--- config.mk ---
export PLATFORM = sky130hd
export DESIGN_NAME = predictor_mvmult_row_driver
export DESIGN_NICKNAME = d
export VERILOG_FILES = /design/src/rtl/predictor_pkg.sv /design/src/rtl/predictor_result_capture.sv /design/src/rtl/predictor_mvmult_row_driver.sv
export SDC_FILE = /design/constraint.sdc
export NUM_CORES = 1
export LEC_CHECK = 0
export BUFFER_PORTS_ARGS = -buffer_cell sky130_fd_sc_hd__clkbuf_2
export CELL_PAD_IN_SITES_DETAIL_PLACEMENT = 1
export CELL_PAD_IN_SITES_GLOBAL_PLACEMENT = 1
export CORE_ASPECT_RATIO = 1.1
export CORE_MARGIN = 1
export CORE_UTILIZATION = 39
export CTS_CLUSTER_SIZE = 24
export DETAILED_ROUTE_END_ITERATION = 16
export GPL_ROUTABILITY_DRIVEN = 0
export HOLD_SLACK_MARGIN = 0.06
export PLACE_DENSITY = 0.81
export SYNTH_ARGS = -nofsm -noshare
export SYNTH_HDL_FRONTEND = slang
export SYNTH_SLANG_ARGS = --single-unit
export TNS_END_PERCENT = 1
--- constraint.sdc ---
create_clock -name ap_clk -period 2.45 [get_ports ap_clk]
set_clock_uncertainty 0.15 [all_clocks]
set_input_delay 0.49 -clock ap_clk [delete_from_list [all_inputs] [get_ports ap_clk]]
set_output_delay 0.49 -clock ap_clk [all_outputs]
set_load 0.02 [all_outputs]
--- src/rtl/predictor_pkg.sv ---
// Shared definitions for the predictor row-multiply driver: FSM encoding and
// default sizing parameters.
package predictor_pkg;

    localparam int DATA_W_DEF         = 64;
    localparam int TIMEOUT_CYCLES_DEF = 32;

    typedef enum logic [2:0] {
        ST_IDLE  = 3'd0,
        ST_START = 3'd1,
        ST_WAIT  = 3'd2,
        ST_OUT0  = 3'd3,
        ST_OUT1  = 3'd4
    } state_e;

endpackage

--- src/rtl/predictor_result_capture.sv ---
// Holds the two core result words and their received flags; a word that was
// never strobed since the last clear reads back as zero.
module predictor_result_capture #(
    parameter int DATA_W = 64
) (
    input  logic              ap_clk,
    input  logic              ap_rst_n,
    input  logic              clear,
    input  logic              enable,
    input  logic [DATA_W-1:0] y0_in,
    input  logic              y0_vld,
    input  logic [DATA_W-1:0] y1_in,
    input  logic              y1_vld,
    output logic [DATA_W-1:0] y0_word,
    output logic [DATA_W-1:0] y1_word
);

    logic [DATA_W-1:0] y0_q, y0_d;
    logic [DATA_W-1:0] y1_q, y1_d;
    logic              y0_rcv_q, y0_rcv_d;
    logic              y1_rcv_q, y1_rcv_d;

    always_comb begin
        y0_d     = y0_q;
        y1_d     = y1_q;
        y0_rcv_d = y0_rcv_q;
        y1_rcv_d = y1_rcv_q;
        if (clear) begin
            y0_rcv_d = 1'b0;
            y1_rcv_d = 1'b0;
        end else if (enable) begin
            if (y0_vld) begin
                y0_d     = y0_in;
                y0_rcv_d = 1'b1;
            end
            if (y1_vld) begin
                y1_d     = y1_in;
                y1_rcv_d = 1'b1;
            end
        end
    end

    always_ff @(posedge ap_clk or negedge ap_rst_n) begin
        if (!ap_rst_n) begin
            y0_q     <= '0;
            y1_q     <= '0;
            y0_rcv_q <= 1'b0;
            y1_rcv_q <= 1'b0;
        end else begin
            y0_q     <= y0_d;
            y1_q     <= y1_d;
            y0_rcv_q <= y0_rcv_d;
            y1_rcv_q <= y1_rcv_d;
        end
    end

    // Missing words are reported as zero rather than stale data.
    assign y0_word = y0_rcv_q ? y0_q : '0;
    assign y1_word = y1_rcv_q ? y1_q : '0;

endmodule

--- src/rtl/predictor_mvmult_row_driver.sv ---
// Drives one sample through an ap_ctrl_hs row-multiply core and streams its two
// result words out, aborting with a sticky error if the core never finishes.
module predictor_mvmult_row_driver
    import predictor_pkg::*;
#(
    parameter int TIMEOUT_CYCLES = TIMEOUT_CYCLES_DEF,
    parameter int DATA_W         = DATA_W_DEF
) (
    input  logic              ap_clk,
    input  logic              ap_rst_n,
    input  logic [DATA_W-1:0] x_tdata,
    input  logic              x_tvalid,
    output logic              x_tready,
    output logic              core_ap_start,
    input  logic              core_ap_ready,
    input  logic              core_ap_done,
    input  logic              core_ap_idle,
    output logic [DATA_W-1:0] core_x,
    input  logic [DATA_W-1:0] core_y0,
    input  logic [DATA_W-1:0] core_y1,
    input  logic              core_y0_vld,
    input  logic              core_y1_vld,
    output logic [DATA_W-1:0] y_tdata,
    output logic              y_tvalid,
    input  logic              y_tready,
    output logic              y_tlast,
    output logic              busy,
    output logic              err_timeout,
    input  logic              err_clr
);

    localparam int CNT_W = $clog2(TIMEOUT_CYCLES + 1);

    state_e            state_q, state_d;
    logic [CNT_W-1:0]  cnt_q, cnt_d;
    logic              err_q, err_d;
    logic [DATA_W-1:0] core_x_q, core_x_d;
    logic              cap_clear, cap_enable, timeout_hit;
    logic [DATA_W-1:0] y0_word, y1_word;

    always_comb begin
        state_d     = state_q;
        cnt_d       = cnt_q;
        core_x_d    = core_x_q;
        cap_clear   = 1'b0;
        cap_enable  = 1'b0;
        timeout_hit = 1'b0;
        case (state_q)
            ST_IDLE: begin
                if (x_tvalid && !err_q) begin
                    core_x_d  = x_tdata;
                    cnt_d     = '0;
                    cap_clear = 1'b1;
                    state_d   = ST_START;
                end
            end
            ST_START: begin
                cnt_d = cnt_q + CNT_W'(1);
                if (cnt_d == CNT_W'(TIMEOUT_CYCLES)) begin
                    timeout_hit = 1'b1;
                    state_d     = ST_IDLE;
                end else if (core_ap_ready) begin
                    state_d = ST_WAIT;
                end
            end
            ST_WAIT: begin
                // Strobes in the done cycle still land, so capture is always on here.
                cap_enable = 1'b1;
                cnt_d      = cnt_q + CNT_W'(1);
                if (core_ap_done) begin
                    state_d = ST_OUT0;
                end else if (cnt_d == CNT_W'(TIMEOUT_CYCLES)) begin
                    timeout_hit = 1'b1;
                    state_d     = ST_IDLE;
                end
            end
            ST_OUT0: begin
                if (y_tready) state_d = ST_OUT1;
            end
            ST_OUT1: begin
                if (y_tready) state_d = ST_IDLE;
            end
            default: state_d = ST_IDLE;
        endcase

        err_d = err_q;
        if (err_clr)     err_d = 1'b0;
        if (timeout_hit) err_d = 1'b1;
    end

    always_ff @(posedge ap_clk or negedge ap_rst_n) begin
        if (!ap_rst_n) begin
            state_q  <= ST_IDLE;
            cnt_q    <= '0;
            err_q    <= 1'b0;
            core_x_q <= '0;
        end else begin
            state_q  <= state_d;
            cnt_q    <= cnt_d;
            err_q    <= err_d;
            core_x_q <= core_x_d;
        end
    end

    predictor_result_capture #(
        .DATA_W (DATA_W)
    ) u_capture (
        .ap_clk   (ap_clk),
        .ap_rst_n (ap_rst_n),
        .clear    (cap_clear),
        .enable   (cap_enable),
        .y0_in    (core_y0),
        .y0_vld   (core_y0_vld),
        .y1_in    (core_y1),
        .y1_vld   (core_y1_vld),
        .y0_word  (y0_word),
        .y1_word  (y1_word)
    );

    assign x_tready      = (state_q == ST_IDLE) && !err_q;
    assign core_ap_start = (state_q == ST_START);
    assign core_x        = core_x_q;
    assign y_tvalid      = (state_q == ST_OUT0) || (state_q == ST_OUT1);
    assign y_tlast       = (state_q == ST_OUT1);
    assign y_tdata       = (state_q == ST_OUT1) ? y1_word : y0_word;
    assign busy          = (state_q != ST_IDLE);
    assign err_timeout   = err_q;

    // The core's idle flag carries no control meaning; only sanity-check it.
    a_core_idle_known: assert property (@(posedge ap_clk) disable iff (!ap_rst_n)
        !$isunknown(core_ap_idle));

endmodule

== Word level (Yosys, flattened, before mapping) ==
Cells that the tools add are included.

* Bits in registers: 204
* Output and inout port bits: 134
* Input bits: 202
* Logic and storage cells: 66

* Add/sub/neg operators: 1
* Reductions and logical operators: 19
* Equal/unequal tests: 10
* Bitwise logic cells: 1
* Mux-type cells: 27

{| class="wikitable"
|+ Operators by type and width
! operator !! number
|-
| 2-to-1 mux 64 bit || 3
|-
| 2-to-1 mux 3 bit || 7
|-
| one-hot mux 3 bit (5 select lines) || 1
|-
| 2-to-1 mux 1 bit || 13
|-
| one-hot mux 6 bit (2 select lines) || 1
|-
| nonzero test 2 bit || 5
|-
| AND reduction 2 bit || 4
|-
| adder 6 x 1 -> 6 bit, second input constant || 1
|-
| == test 3 x 2 -> 1 bit, second input constant || 2
|-
| == test 6 bit, second input constant || 1
|-
| 2-to-1 mux 6 bit || 1
|-
| inequality test 2 bit, second input constant || 3
|-
| AND reduction 3 bit || 2
|-
| AND reduction 5 bit || 1
|-
| == test 3 x 1 -> 1 bit, second input constant || 1
|-
| == test 3 bit, second input constant || 1
|-
| zero test 3 bit || 1
|-
| inequality test 3 x 1 -> 1 bit, second input constant || 1
|-
| inequality test 3 bit, second input constant || 1
|-
| nonzero test 3 bit || 1
|-
| logical AND 1 bit || 2
|-
| one-hot mux 1 bit (2 select lines) || 1
|-
| OR reduction 2 bit || 1
|-
| zero test 1 bit || 1
|-
| 2 further kinds || 2
|}

== Depth between registers and ports, before layout ==
Gate-level depths: netlist of the first run.

* Depth after elaboration: 6
* Mapped depth: 6
* Gate-level depth less buffers: 6

== Cells and area by module ==
Synthesis of the first run repeated with hierarchy kept, for this count alone.

* Cells, all modules: 839
* Area, all modules: 10375.0 um2

{| class="wikitable"
|+ By module, submodules not included
! module !! area each (um2) !! times used !! seq. area each (um2) !! cells each
|-
| predictor_result_capture || 6293.5 || 1 || 3253.1 || 420
|-
| predictor_mvmult_row_driver || 4081.4 || 1 || 1851.8 || 419
|}

== Worst setup path before layout of the first run ==
Ideal clock, no wire load.

* Kind: flip-flop to output port
* Start point: register state_q[1]
* End point: output port y_tdata[10]
* Setup slack: 309 ps
* Buffers on the path: 2
* Stages on the path, launching flop included: 7
* Data arrival time: 1501 ps
* Data required time: 1810 ps
* Path through: dfrtp_1 nor2_2 nand2_1 and2_1 buf_4 buf_4 a22o_1

* Word-level cells in the longest chain between the ends: 2

{| class="wikitable"
|+ Ends and longest elaborated chain
! what !! line !! source
|-
| from (decl) || predictor_mvmult_row_driver.sv:34 || <nowiki>state_e state_q, state_d;</nowiki>
|-
| from (signal assigned) || predictor_mvmult_row_driver.sv:98 || <nowiki>state_q <= state_d;</nowiki>
|-
| == test 3 bit || predictor_mvmult_row_driver.sv:125 || <nowiki>assign y_tdata = (state_q == ST_OUT1) ? y1_word : y0_word;</nowiki>
|-
| 2-to-1 mux 64 bit || predictor_mvmult_row_driver.sv:125 ||
|-
| to (decl) || predictor_mvmult_row_driver.sv:23 || <nowiki>output logic [DATA_W-1:0] y_tdata,</nowiki>
|}

No other way between the ends.

== Worst setup path after layout of the first run ==
* Start point: register state_q[1]
* End point: output port y_tdata[15]

The elaborated chain is that of the path after synthesis.

==> impl_metrics.tcl, run 1 <==
set metrics [dict create \
    run_status "finished with violations" \
    violations "negative setup slack" \
    area_growth_pct 48.9 \
    grt_remaining_overflow 0 \
    clock_tree_from_tritoncts "built" \
    io_buffers 334 \
    utilization 0.598 \
    post-route-period-util 1.08 \
    finish.cell_count_without_fillers 1343 \
    cts_root_buf "sky130_fd_sc_hd__clkbuf_16" \
    pwr_density_cell_nw_per_um2 1360 \
    drive_above_1_share 0.488 \
    initial_core_utilization 0.402 \
    synth_instances 568 \
    synthesized_area_divided_by_synthesized_cell_count_um2 15.8 \
    synthDominantAreaCellType "sky130_fd_sc_hd__dfrtp_1" \
    setup_tns_ns -10.53 \
    floorplan.die.height_um 161 \
    postSynth.topFlopCell "sky130_fd_sc_hd__dfrtp_1" \
    vias_in_the_first_global_route 8124 \
    routedWlPerCell_um 23.6 \
    r2r-start "cnt_q[0]" \
    holdPathStages 2 \
    power_leakage_nw 6.42 \
    synthArstFlopShare 1.00 \
    grt_setup_unrepaired "yes" \
    worst_hold_launch "core_y0[42]" \
    ant_nets 0 \
    vdd_ir_drop_max_mv 0.734 \
    synth.area.top_cells "sky130_fd_sc_hd__dfrtp_1 (57%), sky130_fd_sc_hd__mux2_4 (16%), sky130_fd_sc_hd__mux2_1 (12%)" \
    place_inst 1177 \
    synth_top_area_frac 0.569 \
    cts.path.max_buffers 3 \
    grt_first_pass_wirelength_mm 48.6 \
    post_drt_via_cell_ratio 5.15 \
    timing.critical_path.to_type "primary output" \
    clk-insertion-delay-late_ns 0.50 \
    cts.reportedPaths.clkPinSlew_ns 0.07 \
    post_synth_most_frequent_cells "sky130_fd_sc_hd__dfrtp_1 (204), sky130_fd_sc_hd__mux2_4 (98), sky130_fd_sc_hd__mux2_1 (95)" \
    core_area_um2 22300 \
    routed-via-count 6920 \
    post-synth-top-count-cell "sky130_fd_sc_hd__dfrtp_1" \
    hpwlAfterDp_mm 18.0 \
    synth.cell_area_um2 8970 \
    slew_headroom 0.695 \
    worst-path-max-fanout 15 \
    drt_pre_antenna_iters 4 \
    path_class "reg -> out" \
    globalRouteTotalUtil 0.270 \
    cap_viol_max_count 0 \
    seq_area_frac_synth 0.569 \
    drt_drc_violations_left 0 \
    antenna_found_initial 8 \
    finalWorstPathRequiredPeriod_ns 2.66 \
    yosysWarningCount 0 \
    layout.nets 1227 \
    cp_data_arrival_time_ns 2.02 \
    wirelength_mm 31.8 \
    report.final.slew_viol_count 0 \
    mappedNetlistNets 772 \
    cts_sinks 204 \
    synth_edf_count 0 \
    worst_ep_required_time_ns 1.81 \
    io_pins 336 \
    ys_ff_latch 204 \
    tightestPinTransition_ns 0.458 \
    detailedRoute.firstIterationViolations 240 \
    worst_hold_check_path_type "in -> reg" \
    critical_path.startpoint_type "register" \
    ctsHtreeMaxLevel 1 \
    floorplan.die.width_um 147 \
    register_to_register_path_depth 6 \
    cts_made_buffers 23 \
    synth.distinct_cells 41 \
    critPathLaunch "state_q[1]" \
    rows 57 \
    floorplan.die_area_um2 23600 \
    max_clk_rate_mhz 377 \
    final_critical_path_setup_slack_ns -0.206 \
    timing.final.setup_violations 64 \
    final_hold_violation_count 0 \
    pin_count_of_the_biggest_net_entering_global_routing 67 \
]
-- worst max-delay path, stage by stage, from the launching register on --
cell and delay [ns]:
sky130_fd_sc_hd__dfrtp_2 0.42, sky130_fd_sc_hd__nor2_4 0.13, sky130_fd_sc_hd__buf_6 0.13, sky130_fd_sc_hd__and3_4 0.27
sky130_fd_sc_hd__buf_12 0.18, sky130_fd_sc_hd__a22o_1 0.18, sky130_fd_sc_hd__buf_2 0.20
-- layout by cell type, fill, tap and decap left out, types with 2 or more instances in the layout --
cell type,netlist,layout
sky130_fd_sc_hd__and2_1,5,2
sky130_fd_sc_hd__and2_4,0,3
sky130_fd_sc_hd__a2bb2oi_1,2,2
sky130_fd_sc_hd__clkbuf_2,0,273
sky130_fd_sc_hd__buf_4,4,6
sky130_fd_sc_hd__clkbuf_4,0,19
sky130_fd_sc_hd__clkinvlp_4,0,5
sky130_fd_sc_hd__dlygate4sd3_1,0,112
sky130_fd_sc_hd__o21ai_1,3,3
sky130_fd_sc_hd__a22o_1,66,64
sky130_fd_sc_hd__clkbuf_16,0,23
sky130_fd_sc_hd__nor2_1,5,5
sky130_fd_sc_hd__inv_1,2,2
sky130_fd_sc_hd__a22o_4,0,2
sky130_fd_sc_hd__dfrtp_1,204,202
sky130_fd_sc_hd__ha_1,2,2
sky130_fd_sc_hd__nor3_1,2,2
sky130_fd_sc_hd__nand3_1,3,3
sky130_fd_sc_hd__clkbuf_8,0,41
sky130_fd_sc_hd__buf_2,13,3
sky130_fd_sc_hd__clkbuf_1,0,5
sky130_fd_sc_hd__mux2_1,95,95
sky130_fd_sc_hd__mux2_4,98,98
sky130_fd_sc_hd__diode_2,0,8
sky130_fd_sc_hd__bufinv_16,0,2
sky130_fd_sc_hd__a21oi_1,2,2
sky130_fd_sc_hd__o31ai_1,2,2
sky130_fd_sc_hd__nand2b_1,2,2
sky130_fd_sc_hd__dfrtp_2,0,2
sky130_fd_sc_hd__o21a_1,2,2
sky130_fd_sc_hd__clkinv_2,0,2
sky130_fd_sc_hd__o21ai_0,4,4
sky130_fd_sc_hd__o22ai_1,3,3
sky130_fd_sc_hd__buf_12,0,14
sky130_fd_sc_hd__nand2_1,10,9
-- final timing paths --
path | to | slack (ns)
min in group asynchronous | core_x[48] | 0.37
max in group asynchronous | state_q[1] | 1.08
worst min register to register | core_x[34] | 0.34
worst min-delay path | u_capture.y0_q[42] | 0.07
worst max-delay path | y_tdata[15] | -0.21
worst max register to register | state_q[0] | 0.14
-- report_power, final --
group	switching, W	internal (W)	total, W
clock network	0.00143	0.00205	0.00348
logic	0.00418	0.00426	0.00844
registers	0.00118	0.00510	0.00628
total	0.00679	0.0114	0.0182
-- layer usage --
layer  routed length (µm)  GRT usage  vias up
li1                     -          -     2995
met1                11200      0.282     3591
met2                17800      0.514      246
met3                 1380     0.0494       88
met4                 1390      0.138        0
met5                    0          0        -
-- final cells by class --
cell class | instances | area [µm²]
Clock inverter | 11 | 125
Timing Repair Buffer | 466 | 3500
Fill cell | 2254 | 8960
Inverter | 3 | 11.3
Multi-Input combinational cell | 325 | 3580
Antenna cell | 8 | 20.0
Tap cell | 295 | 369
Sequential cell | 204 | 5110
Clock buffer | 31 | 636
-- through the flow --
stage	total power, W	worst slack (ns)	instance area (µm²)	hold slack (ns)
final	0.0182	-0.206	13400	0.0670
after global routing	0.0190	-0.260	13400	0.0623
after CTS	0.0180	-0.236	13400	0.0602
after detailed placement	0.0135	0.0479	11000	0.326
after global placement	0.0132	0.101	11000	0.318
after floorplan	0.0112	0.309	8970	0.0444
-- cell families after synthesis --
kind of cell / share of synthesized area
flip-flops: 0.569
multiplexers: 0.283
AO/OA/AOI/OAI: 0.0848
buffers and inverters: 0.0357
AND/OR/NAND/NOR: 0.0236
adder cells (fa/ha/maj): 0.00279
XOR/XNOR: 0.000976
-- flip-flops by register name, indices dropped and copies added (netlist names) --
name                cells
u_capture.y0_rcv_q      1
state_q                 3
u_capture.y1_rcv_q      1
u_capture.y0_q         64
core_x                 64
u_capture.y1_q         64
cnt_q                   6
err_timeout             1
-- repair_timing --
item                                    in CTS  in global routing
resized for setup                          106                  5
gates cloned                                 2                  0
setup buffers                                4                  0
hold endpoints to repair                   157                  2
hold buffers                               110                  2
pin swaps                                   10                  4
endpoints found under the setup margin      64                 64
Power figures use the tool's default switching activity.
==> inputs of run 2 (changes only) <==
--- a/config.mk
+++ b/config.mk
@@ -16,6 +16,7 @@
 export GPL_ROUTABILITY_DRIVEN = 0
 export HOLD_SLACK_MARGIN = 0.06
 export PLACE_DENSITY = 0.81
+export RECOVER_POWER = 100
 export SYNTH_ARGS = -nofsm -noshare
 export SYNTH_HDL_FRONTEND = slang
 export SYNTH_SLANG_ARGS = --single-unit
==> impl_metrics.tcl, run 2 (synthesis results as in run 1) <==
set metrics [dict create \
    tightestPinTransition_ns 1.32 \
    ant_nets 0 \
    vdd_ir_drop_max_mv 0.728 \
    initial_core_utilization 0.402 \
    hpwlAfterDp_mm 18.0 \
    path_class "reg -> out" \
    critPathLaunch "state_q[1]" \
    drt_pre_antenna_iters 4 \
    grt_first_pass_wirelength_mm 48.6 \
    routedWlPerCell_um 23.7 \
    power_leakage_nw 6.15 \
    detailedRoute.firstIterationViolations 206 \
    worst-path-max-fanout 30 \
    cts.path.max_buffers 3 \
    cts_sinks 204 \
    vias_in_the_first_global_route 8124 \
    core_area_um2 22300 \
    report.final.slew_viol_count 0 \
    finalWorstPathRequiredPeriod_ns 2.65 \
    clk-insertion-delay-late_ns 0.50 \
    layout.cells.most_common "sky130_fd_sc_hd__clkbuf_2" \
    final_critical_path_setup_slack_ns -0.205 \
    final_hold_violation_count 0 \
    post-route-period-util 1.08 \
    floorplan.die_area_um2 23600 \
    register_to_register_path_depth 6 \
    cap_viol_max_count 0 \
    floorplan.die.width_um 147 \
    area_growth_pct 46.7 \
    cp_data_arrival_time_ns 2.01 \
    floorplan.die.height_um 161 \
    cts_root_buf "sky130_fd_sc_hd__clkbuf_16" \
    timing.final.setup_violations 65 \
    max_clk_rate_mhz 377 \
    drive_above_1_share 0.408 \
    worst_setup_ep "y_tdata[15]" \
    utilization 0.589 \
    globalRouteTotalUtil 0.270 \
    run_status "finished with violations" \
    grt_setup_unrepaired "yes" \
    clock_tree_from_tritoncts "built" \
    setup_tns_ns -10.85 \
    pin_count_of_the_biggest_net_entering_global_routing 67 \
    cts.reportedPaths.clkPinSlew_ns 0.06 \
    cts_made_buffers 23 \
    ff2ff_setup_slack_ns -0.07 \
    routed-via-count 6899 \
    violations "negative setup slack" \
    io_pins 336 \
    timing.critical_path.to_type "primary output" \
    worst_hold_check_path_type "in -> reg" \
    drt_drc_violations_left 0 \
    critical_path.startpoint_type "register" \
    grt_remaining_overflow 0 \
    critical_path.reg2reg.endpoint "state_q[0]" \
    antenna_found_initial 8 \
    most-common-layout-cells "sky130_fd_sc_hd__clkbuf_2 (206), sky130_fd_sc_hd__dfrtp_1 (202), sky130_fd_sc_hd__dlygate4sd3_1 (112)" \
    post_drt_via_cell_ratio 5.14 \
    io_buffers 334 \
    final.hold.worst_slack_ns 0.0663 \
    layout.nets 1227 \
    finish.cell_count_without_fillers 1343 \
    r2r-start "cnt_q[0]" \
    ctsHtreeMaxLevel 1 \
    pwr_density_cell_nw_per_um2 1360 \
    wirelength_mm 31.8 \
    worst_ep_required_time_ns 1.81 \
    rows 57 \
    place_inst 1177 \
    slew_headroom 0.123 \
]
[run 2: cell count changes in the layout (fill, tap and decap cells not counted), sizes merged]
cell / previous run / this run
buf: 24 / 22
clkbuf: 361 / 363
[run 2: stage by stage]
| step | total power [W] | worst slack [ns] | cell area, µm² |
|---|---|---|---|
| 6_report | 0.0179 | -0.205 | 13200 |
| 5_1_grt | 0.0187 | -0.260 | 13200 |
| 3_5_place_dp | 0.0135 | 0.0479 | 11000 |
| 2_1_floorplan | 0.0112 | 0.309 | 8970 |
| 3_3_place_gp | 0.0132 | 0.101 | 11000 |
| 4_1_cts | 0.0180 | -0.236 | 13400 |
[run 2: worst max-delay path, cell delays in order, from the launching register on]
cell and delay (ns):
sky130_fd_sc_hd__dfrtp_2 0.42, sky130_fd_sc_hd__nor2_4 0.13, sky130_fd_sc_hd__nand2_2 0.12, sky130_fd_sc_hd__and2_4 0.20, sky130_fd_sc_hd__buf_12 0.16, sky130_fd_sc_hd__a22o_1 0.28, sky130_fd_sc_hd__buf_2 0.18
[run 2: metal layers]
metal,routed length (µm),vias to the layer above,GRT usage
li1,-,2994,-
met1,11100,3584,0.282
met2,17900,237,0.514
met3,1380,84,0.0494
met4,1390,0,0.138
met5,0,-,0
[run 2: final cells by class]
cell class | instances | area [µm²]
flip-flops and latches | 204 | 5110
well taps | 295 | 369
inverters | 3 | 11.3
diodes | 8 | 20.0
clock inverters | 11 | 125
fillers | 2296 | 9160
multi-input cells | 325 | 3530
clock buffers | 31 | 636
repair buffers | 466 | 3360
[run 2: how the worst min path moves through the flow]
stage | slack [ns] | startpoint | endpoint | cells after the start
floorplan | 0.04 | ap_rst_n | cnt_q[0] | 0
global placement | 0.32 | u_capture.y0_q[3] | u_capture.y0_q[3] | 1
detailed placement | 0.33 | ap_rst_n | core_x[13] | 1
CTS | 0.06 | core_y0[56] | u_capture.y0_q[56] | 2
global route | 0.06 | core_y1[57] | u_capture.y1_q[57] | 2
finish | 0.07 | core_y0[56] | u_capture.y0_q[56] | 2
[run 2: report_power, final]
group	total [W]	internal, W	switching [W]
clock	0.00349	0.00205	0.00144
combinational	0.00815	0.00400	0.00416
sequential	0.00626	0.00510	0.00117
[run 2: repair_timing]
action | CTS | global route
hold buffers | 110 | 2
hold endpoints to repair | 157 | 2
buffers inserted | 4 | 0
pin swaps | 10 | 4
resized for setup | 106 | 5
endpoints found under the setup margin | 64 | 64
gates cloned | 2 | 0
